==> src/rtl/ras_if.sv <==
// Return address stack bus: push/pop requests, checkpoint outputs and restore inputs.
interface ras_if #(
    parameter int unsigned RAS_DEPTH        = 8,
    parameter int unsigned LOG_RAS_DEPTH    = $clog2(RAS_DEPTH),
    parameter int unsigned RAS_TARGET_WIDTH = 8
);
    logic                        link_valid;
    logic [RAS_TARGET_WIDTH-1:0] link_target;
    logic                        ret_valid;
    logic [RAS_TARGET_WIDTH-1:0] ret_target;
    logic                        ret_empty;
    logic [LOG_RAS_DEPTH-1:0]    ras_index;
    logic [LOG_RAS_DEPTH:0]      ras_count;
    logic                        update_valid;
    logic [LOG_RAS_DEPTH-1:0]    update_ras_index;
    logic [LOG_RAS_DEPTH:0]      update_ras_count;

    // Predict-stage / backend side
    modport master (
        output link_valid, link_target, ret_valid,
        output update_valid, update_ras_index, update_ras_count,
        input  ret_target, ret_empty, ras_index, ras_count
    );

    // Stack side
    modport slave (
        input  link_valid, link_target, ret_valid,
        input  update_valid, update_ras_index, update_ras_count,
        output ret_target, ret_empty, ras_index, ras_count
    );
endinterface

==> src/rtl/ras.sv <==
// Return address stack: pushes call link targets, supplies return targets,
// and restores pointer/occupancy from a mispredict checkpoint.
module ras #(
    parameter int unsigned RAS_DEPTH        = 8,
    parameter int unsigned LOG_RAS_DEPTH    = $clog2(RAS_DEPTH),
    parameter int unsigned RAS_TARGET_WIDTH = 8
) (
    input  logic CLK,
    input  logic nRST,
    ras_if.slave bus
);
    localparam int unsigned PTR_W = LOG_RAS_DEPTH;
    localparam int unsigned CNT_W = LOG_RAS_DEPTH + 1;
    localparam int unsigned TGT_W = RAS_TARGET_WIDTH;
    localparam logic [CNT_W-1:0] FULL_COUNT = CNT_W'(RAS_DEPTH);

    logic [TGT_W-1:0] stack_q [RAS_DEPTH];
    logic [PTR_W-1:0] ptr_q;
    logic [PTR_W-1:0] ptr_d;
    logic [CNT_W-1:0] count_q;
    logic [CNT_W-1:0] count_d;

    logic             push_c;
    logic             pop_c;
    logic             swap_c;
    logic             wr_en_c;
    logic [PTR_W-1:0] wr_idx_c;
    logic [CNT_W-1:0] restore_count_c;

    // Request decode; a restore masks any push/pop in the same cycle
    always_comb begin
        push_c = bus.link_valid & ~bus.ret_valid & ~bus.update_valid;
        pop_c  = bus.ret_valid & ~bus.link_valid & ~bus.update_valid;
        swap_c = bus.link_valid & bus.ret_valid & ~bus.update_valid;
    end

    // Out-of-range checkpoint occupancy is clamped to a full stack
    always_comb begin
        restore_count_c = bus.update_ras_count;
        if (bus.update_ras_count > FULL_COUNT) begin
            restore_count_c = FULL_COUNT;
        end
    end

    // Next pointer/occupancy and stack write port
    always_comb begin
        ptr_d    = ptr_q;
        count_d  = count_q;
        wr_en_c  = 1'b0;
        wr_idx_c = ptr_q;

        if (bus.update_valid) begin
            ptr_d   = bus.update_ras_index;
            count_d = restore_count_c;
        end else if (push_c) begin
            // Pointer wraps naturally; a push when full overwrites the oldest entry
            wr_en_c  = 1'b1;
            wr_idx_c = ptr_q + PTR_W'(1);
            ptr_d    = ptr_q + PTR_W'(1);
            if (count_q != FULL_COUNT) begin
                count_d = count_q + CNT_W'(1);
            end
        end else if (pop_c) begin
            if (count_q != '0) begin
                ptr_d   = ptr_q - PTR_W'(1);
                count_d = count_q - CNT_W'(1);
            end
        end else if (swap_c) begin
            // Co-routine call/return replaces the top in place
            wr_en_c  = 1'b1;
            wr_idx_c = ptr_q;
        end
    end

    // Pointer and occupancy registers
    always_ff @(posedge CLK or negedge nRST) begin
        if (!nRST) begin
            ptr_q   <= '0;
            count_q <= '0;
        end else begin
            ptr_q   <= ptr_d;
            count_q <= count_d;
        end
    end

    // Stack storage
    always_ff @(posedge CLK or negedge nRST) begin
        if (!nRST) begin
            for (int i = 0; i < int'(RAS_DEPTH); i++) begin
                stack_q[i] <= '0;
            end
        end else if (wr_en_c) begin
            stack_q[wr_idx_c] <= bus.link_target;
        end
    end

    // Outputs reflect registered state before this cycle's update
    assign bus.ret_target = stack_q[ptr_q];
    assign bus.ret_empty  = (count_q == '0);
    assign bus.ras_index  = ptr_q;
    assign bus.ras_count  = count_q;

endmodule

==> src/flat_wrapper.sv <==
// flat-port wrapper written by rule: the top's interface ports become plain ports
module ras_flat 
#(
    parameter int unsigned RAS_DEPTH        = 8,
    parameter int unsigned LOG_RAS_DEPTH    = $clog2(RAS_DEPTH),
    parameter int unsigned RAS_TARGET_WIDTH = 8
)
  (CLK, nRST, bus_link_valid, bus_link_target, bus_ret_valid, bus_update_valid, bus_update_ras_index, bus_update_ras_count, bus_ret_target, bus_ret_empty, bus_ras_index, bus_ras_count);
  ras_if #(.RAS_DEPTH(RAS_DEPTH), .LOG_RAS_DEPTH(LOG_RAS_DEPTH), .RAS_TARGET_WIDTH(RAS_TARGET_WIDTH)) bus_i ();
  input  logic CLK;
  input  logic nRST;
  input wire logic [$bits(bus_i.link_valid)-1:0] bus_link_valid;
  input wire logic [$bits(bus_i.link_target)-1:0] bus_link_target;
  input wire logic [$bits(bus_i.ret_valid)-1:0] bus_ret_valid;
  input wire logic [$bits(bus_i.update_valid)-1:0] bus_update_valid;
  input wire logic [$bits(bus_i.update_ras_index)-1:0] bus_update_ras_index;
  input wire logic [$bits(bus_i.update_ras_count)-1:0] bus_update_ras_count;
  output wire logic [$bits(bus_i.ret_target)-1:0] bus_ret_target;
  output wire logic [$bits(bus_i.ret_empty)-1:0] bus_ret_empty;
  output wire logic [$bits(bus_i.ras_index)-1:0] bus_ras_index;
  output wire logic [$bits(bus_i.ras_count)-1:0] bus_ras_count;
  assign bus_i.link_valid = bus_link_valid;
  assign bus_i.link_target = bus_link_target;
  assign bus_i.ret_valid = bus_ret_valid;
  assign bus_i.update_valid = bus_update_valid;
  assign bus_i.update_ras_index = bus_update_ras_index;
  assign bus_i.update_ras_count = bus_update_ras_count;
  assign bus_ret_target = bus_i.ret_target;
  assign bus_ret_empty = bus_i.ret_empty;
  assign bus_ras_index = bus_i.ras_index;
  assign bus_ras_count = bus_i.ras_count;
  ras #(.RAS_DEPTH(RAS_DEPTH), .LOG_RAS_DEPTH(LOG_RAS_DEPTH), .RAS_TARGET_WIDTH(RAS_TARGET_WIDTH)) u_core (.CLK(CLK), .nRST(nRST), .bus(bus_i));
endmodule
==> config.mk <==
export PLATFORM = sky130hd
export DESIGN_NAME = ras_flat
export DESIGN_NICKNAME = d
export VERILOG_FILES = /design/src/rtl/ras_if.sv /design/src/rtl/ras.sv /design/src/flat_wrapper.sv
export SDC_FILE = /design/constraint.sdc
export NUM_CORES = 1
export LEC_CHECK = 0
export BUFFER_PORTS_ARGS = -buffer_cell sky130_fd_sc_hd__buf_2
export CAP_MARGIN = 40
export CORE_ASPECT_RATIO = 1.2
export CORE_MARGIN = 2
export CORE_UTILIZATION = 40
export CTS_CLUSTER_SIZE = 40
export DETAILED_ROUTE_END_ITERATION = 6
export PLACE_DENSITY = 0.58
export SLEW_MARGIN = 20
export SYNTH_ARGS = -nofsm -noshare
export SYNTH_HDL_FRONTEND = slang
export SYNTH_SLANG_ARGS = --single-unit
==> constraint.sdc <==
create_clock -name CLK -period 2.35 [get_ports CLK]
set_clock_uncertainty 0.2 [all_clocks]
set_input_delay 0 -clock CLK [delete_from_list [all_inputs] [get_ports CLK]]
set_output_delay 0 -clock CLK [all_outputs]
set_load 0.02 [all_outputs]
==> impl_results.md, run 1 <==
* Clk network pwr share at 0.183
* CP arrival at 2.06 ns
* CP endpoint kind: output port
* Power Dens Cells at 1090 nW/um^2
* Row cnt at 37
* Max-cap violations at 0
* Most used DFF post-synth: dfrtp_1
* Via count at 2275
* Crit-path max cell delay at 0.56 ns
* Final min period at 2.26 ns
* Number of port buffers at 35
* WP data required at 2.15 ns
* Seq pwr share at 0.437
* Die ar. at 9680 um^2
* Worst-path fanout max at 18
* Leading area contributor after synthesis: dfrtp_1
* Net Sw Power at 1.45 mW
* Gr ovfl total at 0
* Residual DRC at 0
* Syn_nets at 265
* Antenna violations before repair at 0
* Worst-path clk slew at 0.07 ns
* Comb pwr share at 0.381
* Lkg Pwr at 1.90 nW
* Synthesized instance count at 240
* Routability cong. at 0.744
* Largest net degree at the start of global routing at 46
* Deepest level of the CTS H-tree at 3
* Status: finished clean
* Dpl hpwl at 5030 um
* Final worst slack at 0.0860 ns
* Cell count of the worst reg-to-reg path at 5
* Clock sink total at 71
* Slowest CP cell: mux4_2
* Crit-path cells: buf_4 -> mux4_2 -> mux2_2 -> buf_2
* Switching power as a share of total power at 0.304
* Slew headroom at 0.577
* Commonest cells post-synth: mux2_2 (72), dfrtp_1 (71), mux4_2 (16)
* Clock Tree Root: clkbuf_8
* VDD IR-drop max at 0.489 mV
* Clk_lat worst skew at 0.34 ns
* # setup viols final at 0
* First-pass DRT Iterations at 4
* Hold Slack at 0.0219 ns
* FF-to-FF setup slack at 0.12 ns
* Vias in the first global route at 2273
* Die outline height at 107 um
* Critical R2R Launch: u_core.bus.ras_index[0]$_DFFE_PN0P_
* Layout net count at 336
* Core region area at 8610 um^2
* Post-CTS setup buffer count at 0
* Hold Vio Cnt, Final at 0
* Int Pwr at 3.31 mW
* Dpl ws at 0.0790 ns
* Kind of path behind the tightest hold check: in -> async
* Synth Register Bits at 71
* Final WL at 7560 um
* Critical Path Sink: bus_ret_target[5]
* Share of layout cells above drive strength 1 at 0.540
* Most common cell in the netlist: mux2_2
* Synth-to-layout area growth at 22.4%
* Worst-Margin Slew at 0.634 ns
* CTS buffer count at 9
* Part of the cycle the worst path needs at 0.963
* Pins over their slew limit at 0
* Max frequency at 442 MHz
* GRT Resource Usage Total at 0.166
* CTS tree: yes
* Crit path launch: u_core.bus.ras_index[0]$_DFFE_PN0P_
* Number of synthesized flops with an enable pin at 0
* Crit Path Category: reg -> out
* Antenna cell count at 0
* Yosys warnings at 0
* Synth Area per Inst at 14.8 um^2
* Chip Width at 90.2 um
* Detailed-route wire length per cell at 17.6 um
* # IOs at 36
* FFs w/ async S/R, synth at 1.00
* Worst Setup Start Kind: register
* Final ANT Viol Nets at 0
* First-pass GRT wire length at 12300 um
* Syn Std Cell Area at 3560 um^2
* Worst r2r dst: u_core.stack_q[56]$_DFFE_PN0P_
* Top cell type's share of synthesized area at 0.499
* RSZ-0062 raised after global routing: false
* Clk buf depth at 2
* Initial Util at 0.414
* TNS Setup at 0 ns
* Synth unique cells at 42
* DRC marker count from the first detailed-route iteration at 70
* Synth area leaders: dfrtp_1 (50%), mux2_2 (23%), mux4_2 (10%)
* Sequential share of the synthesized area at 0.499
* Vias/cell at 5.29
## power by group through the flow
stage,logic [mW],registers [mW],clock network [mW]
4_1_cts,1.84,2.08,0.907
2_1_floorplan,1.37,2.04,0
6_report,1.81,2.08,0.868
3_3_place_gp,1.78,2.08,0
3_5_place_dp,1.81,2.10,0
5_1_grt,1.94,2.16,0.949
## sequential cells by signal (all words and copies together) (netlist names)
signal / cells
u_core.bus.ras_count: 4
u_core.bus.ras_index: 3
u_core.stack_q: 64
## how the worst min path moves through the flow
| stage | endpoint | slack [ns] | cells after the start |
|---|---|---|---|
| CTS | u_core.stack_q[31]$_DFFE_PN0P_ | 0.02 | 2 |
| global placement | u_core.stack_q[7]$_DFFE_PN0P_ | -0.15 | 1 |
| floorplan | u_core.bus.ras_count[0]$_DFFE_PN0P_ | -0.50 | 0 |
| detailed placement | u_core.stack_q[7]$_DFFE_PN0P_ | -0.14 | 1 |
| global route | u_core.stack_q[31]$_DFFE_PN0P_ | 0.05 | 2 |
| finish | u_core.stack_q[7]$_DFFE_PN0P_ | 0.02 | 2 |
## timing repair
item | CTS | global route
resized for setup | 0 | 1
hold buffers | 19 | 0
setup endpoints to repair | 0 | 2
endpoints found under the hold margin | 142 | 0
## stage by stage
step / instance area, um^2 / std cells / power (mW) / utilization
after floorplan: 3590 / 240 / 3.42 / -
after global placement: 4000 / 398 / 3.86 / 0.465
after detailed placement: 4000 / 398 / 3.91 / 0.465
after CTS: 4360 / 430 / 4.82 / 0.507
after global routing: 4360 / 430 / 5.04 / 0.507
final: 4360 / 430 / 4.76 / 0.507
## final cells by class
cell class / instances / area [um^2]
Clock buffer: 12 / 165
Clock inverter: 1 / 5.00
Fill cell: 785 / 4250
Inverter: 4 / 15.0
Multi-Input combinational cell: 154 / 1730
Sequential cell: 71 / 1780
Tap cell: 117 / 146
Timing Repair Buffer: 71 / 518
## layer usage
metal,up-vias,part of all wire,track usage
met1,1176,0.45,0.221
met2,37,0.49,0.269
met3,13,0.033,0.0343
li1,1049,-,-
met4,0,0.020,0.0615
met5,-,0,0
## layout by cell type (no fill, tap or decap), types with 3 or more instances in the layout
cell type and instances:
buf_2 35, nand2_1 4, inv_1 3, dfrtp_1 69
dlygate4sd3_1 19, buf_4 15, a21oi_1 6, ha_1 3
clkbuf_8 12, mux4_2 16, nor3b_1 4, o22ai_1 5
nor2_1 4, nor4_1 3, mux2_2 72, nand2b_1 3
## cells by family (layout without fill, tap and decap cells)
kind of cell / after synthesis / after routing / synth area share
DFF: 71 / 71 / 0.499
AOI/OAI and AO/OA: 21 / 21 / 0.0386
and+or+nand+nor: 35 / 35 / 0.0765
buffers and inverters: 15 / 88 / 0.0197
xor gates and xnor gates: 3 / 3 / 0.0126
muxes: 90 / 90 / 0.334
adders and majority gates: 5 / 5 / 0.0197
## worst max-delay path, delay by kind of cell (launching register included)
kind	cells	cell delay [ns]
buf+inv	2	0.47
flops	1	0.40
mux	2	0.85
No activity file was read; power rests on OpenSTA's default activity.
==> inputs of run 2 (changes only) <==
CELL_PAD_IN_SITES_DETAIL_PLACEMENT = 1   (was default)
CELL_PAD_IN_SITES_GLOBAL_PLACEMENT = 2   (was default)
CORE_UTILIZATION = 38   (was 40)
PLACE_DENSITY = 0.73   (was 0.58)
==> run 2 against run 1 <==
  * Die area rose by 5.0%
  * Critical endpoint is now u_core.stack_q[57]$_DFFE_PN0P_
  * Largest power group unchanged
  * First-iteration DRC count decreased by 14%
  * Via count up 2.4%
  * Sequential power about the same
  * Highest routed layer unchanged
  * Global-route usage grew 1.6 points
  * Core utilization decreased by 2.2 points
  * Combinational power hardly changed
  * Wire length is 10% higher
==> impl_results.md, run 2 (synthesized netlist as in run 1, its figures left out) <==
* Status: finished clean
* Vias/cell at 5.29 (about the same)
* Antenna violations before repair at 0 (unchanged)
* Most frequent cells in the layout: mux2_2 (72), dfrtp_1 (69), buf_2 (35)
* Clk buf depth at 2 (unchanged)
* Detailed-route wire length per cell at 19.0 um (+8.0%)
* Via count at 2329 (+2.4%)
* Final WL at 8350 um (+10%)
* Commonest non-fill, non-tap cell in the layout: mux2_2
* Power Dens Cells at 1090 nW/um^2 (+0.24%)
* Number of port buffers at 35 (unchanged)
* TNS Setup at 0 ns (unchanged)
* GRT Resource Usage Total at 0.182 (+0.0159)
* CTS tree: yes
* Gr ovfl total at 0 (unchanged)
* Worst-path fanout max at 8 (-10)
* CTS buffer count at 9 (unchanged)
* Row cnt at 38 (+2.7%)
* CP endpoint kind: register
* Placed Cells at 403 (+1.3%)
* Die outline height at 110 um (+2.5%)
* Cell count of the worst reg-to-reg path at 5 (unchanged)
* # IOs at 36 (unchanged)
* Top reg by flops: u_core.stack_q
* Crit Path Category: reg -> reg
* VDD IR-drop max at 0.657 mV (+34%)
* Layout Cells excl Fill at 440 (+2.3%)
* Final min period at 2.25 ns (-0.0180 ns)
* First-pass GRT wire length at 13900 um (+13%)
* Deepest level of the CTS H-tree at 3 (unchanged)
* Chip Width at 92.4 um (+2.5%)
* Core region area at 9080 um^2 (+5.5%)
* Part of the cycle the worst path needs at 0.956 (-0.00764)
* Worst Setup Start Kind: register
* Dpl hpwl at 5690 um (+13%)
* Post-CTS setup buffer count at 0 (unchanged)
* Clock Tree Root: clkbuf_8
* Design area at 4400 um^2 (+0.89%)
* Slew headroom at 0.654 (+0.0763)
* DRC marker count from the first detailed-route iteration at 60 (-14%)
* Routability cong. at 0.715 (-3.9%)
* Clk_lat worst skew at 0.35 ns (about the same)
* Worst-Margin Slew at 0.519 ns (-0.114 ns)
* Worst r2r dst: u_core.stack_q[57]$_DFFE_PN0P_
* Clock sink total at 71 (unchanged)
* Max reg flops at 64 (unchanged)
* Max frequency at 445 MHz (+0.80%)
* Initial Util at 0.392 (-0.0214)
* Kind of path behind the tightest hold check: in -> async
* FF-to-FF setup slack at 0.10 ns (-0.02 ns)
* Antenna cell count at 0 (unchanged)
* RSZ-0062 raised after global routing: true
* Layout net count at 340 (+1.2%)
* Final ANT Viol Nets at 0 (unchanged)
* Largest net degree at the start of global routing at 28 (-39%)
* Placed Area at 4000 um^2 (-0.16%)
* Worst-path clk slew at 0.08 ns (about the same)
* First-pass DRT Iterations at 4 (unchanged)
* Fillers at 923 (+18%)
* # setup viols final at 0 (unchanged)
* Residual DRC at 0 (unchanged)
* WP data required at 2.38 ns (+0.23 ns)
* Vias in the first global route at 2616 (+15%)
* Pins over their slew limit at 0 (unchanged)
* Hold Vio Cnt, Final at 0 (unchanged)
* Synth-to-layout area growth at 23.5%
* CP arrival at 2.28 ns (+0.22 ns)
* Lkg Pwr at 1.93 nW (+1.2%)
* Die ar. at 10200 um^2 (+5.0%)
* Max-cap violations at 0 (unchanged)
* Critical R2R Launch: u_core.bus.ras_index[0]$_DFFE_PN0P_
* Share of layout cells above drive strength 1 at 0.547 (+0.00694)
run 2: cell types whose count changed in the layout (fill, tap and decap cells not counted):
cell,previous run,this run
buf_4,15,18
clkinv_2,1,4
buf_12,2,0
a31oi_1,2,1
a31oi_2,0,1
buf_8,0,1
clkbuf_1,0,1
dlygate4sd3_1,19,20
or3b_2,1,0
or3b_4,0,1
run 2: area by class of cell:
| class | count | area, um^2 | area share |
|---|---|---|---|
| flip-flops and latches | 71 | 1780 | 0.404 |
| multi-input cells | 154 | 1740 | 0.396 |
| repair buffers | 75 | 539 | 0.123 |
| clock buffers | 12 | 155 | 0.0352 |
| well taps | 120 | 150 | 0.0341 |
| clock inverters | 4 | 20.0 | 0.00455 |
| inverters | 4 | 15.0 | 0.00341 |
run 2: worst max-delay path by stage:
stage	startpoint	end	slack (ns)	cells past startpoint
after CTS	u_core.bus.ras_index[0]$_DFFE_PN0P_	u_core.stack_q[57]$_DFFE_PN0P_	0.03	5
after floorplan	u_core.bus.ras_index[0]$_DFFE_PN0P_	u_core.stack_q[32]$_DFFE_PN0P_	0.02	8
after global placement	u_core.bus.ras_index[1]$_DFFE_PN0P_	u_core.stack_q[35]$_DFFE_PN0P_	0.09	6
after global routing	u_core.bus.ras_index[0]$_DFFE_PN0P_	bus_ret_target[5]	-0.0005	4
after detailed placement	u_core.bus.ras_index[1]$_DFFE_PN0P_	u_core.stack_q[32]$_DFFE_PN0P_	0.05	6
final	u_core.bus.ras_index[0]$_DFFE_PN0P_	u_core.stack_q[57]$_DFFE_PN0P_	0.10	5
run 2: power breakdown:
part	switching (mW)	internal (mW)
logic	0.760	1.07
clock network	0.441	0.434
registers	0.317	1.79
total	1.52	3.29
run 2: worst max-delay path: stages, from the launching register on:
cell and delay, ns:
dfrtp_2 0.43, ha_1 0.20, and4bb_4 0.22, xnor2_4 0.30, o211a_2 0.40, mux2_2 0.38
run 2: routing by layer:
metal / share of wire / GRT usage
met1: 0.44 / 0.233
met5: 0 / 0
met2: 0.52 / 0.312
met4: 0.0089 / 0.0512
met3: 0.032 / 0.0401
run 2: repair_timing:
item,in CTS,in global routing
pin swaps,0,0
endpoints found under the setup margin,8,18
endpoints found under the hold margin,142,0
gates resized for setup,1,4
hold buffers,20,0
run 2: metrics by stage:
stage                     total power [mW]  utilization  setup slack, ns  hold slack (ns)
after floorplan                       3.42            -           0.0241           -0.496
after global placement                3.86        0.440           0.0872           -0.202
after detailed placement              3.95        0.440           0.0518           -0.197
after CTS                             4.87        0.482           0.0310           0.0272
after global routing                  5.15        0.485        -0.000543           0.0335
final                                 4.81        0.485            0.104           0.0305
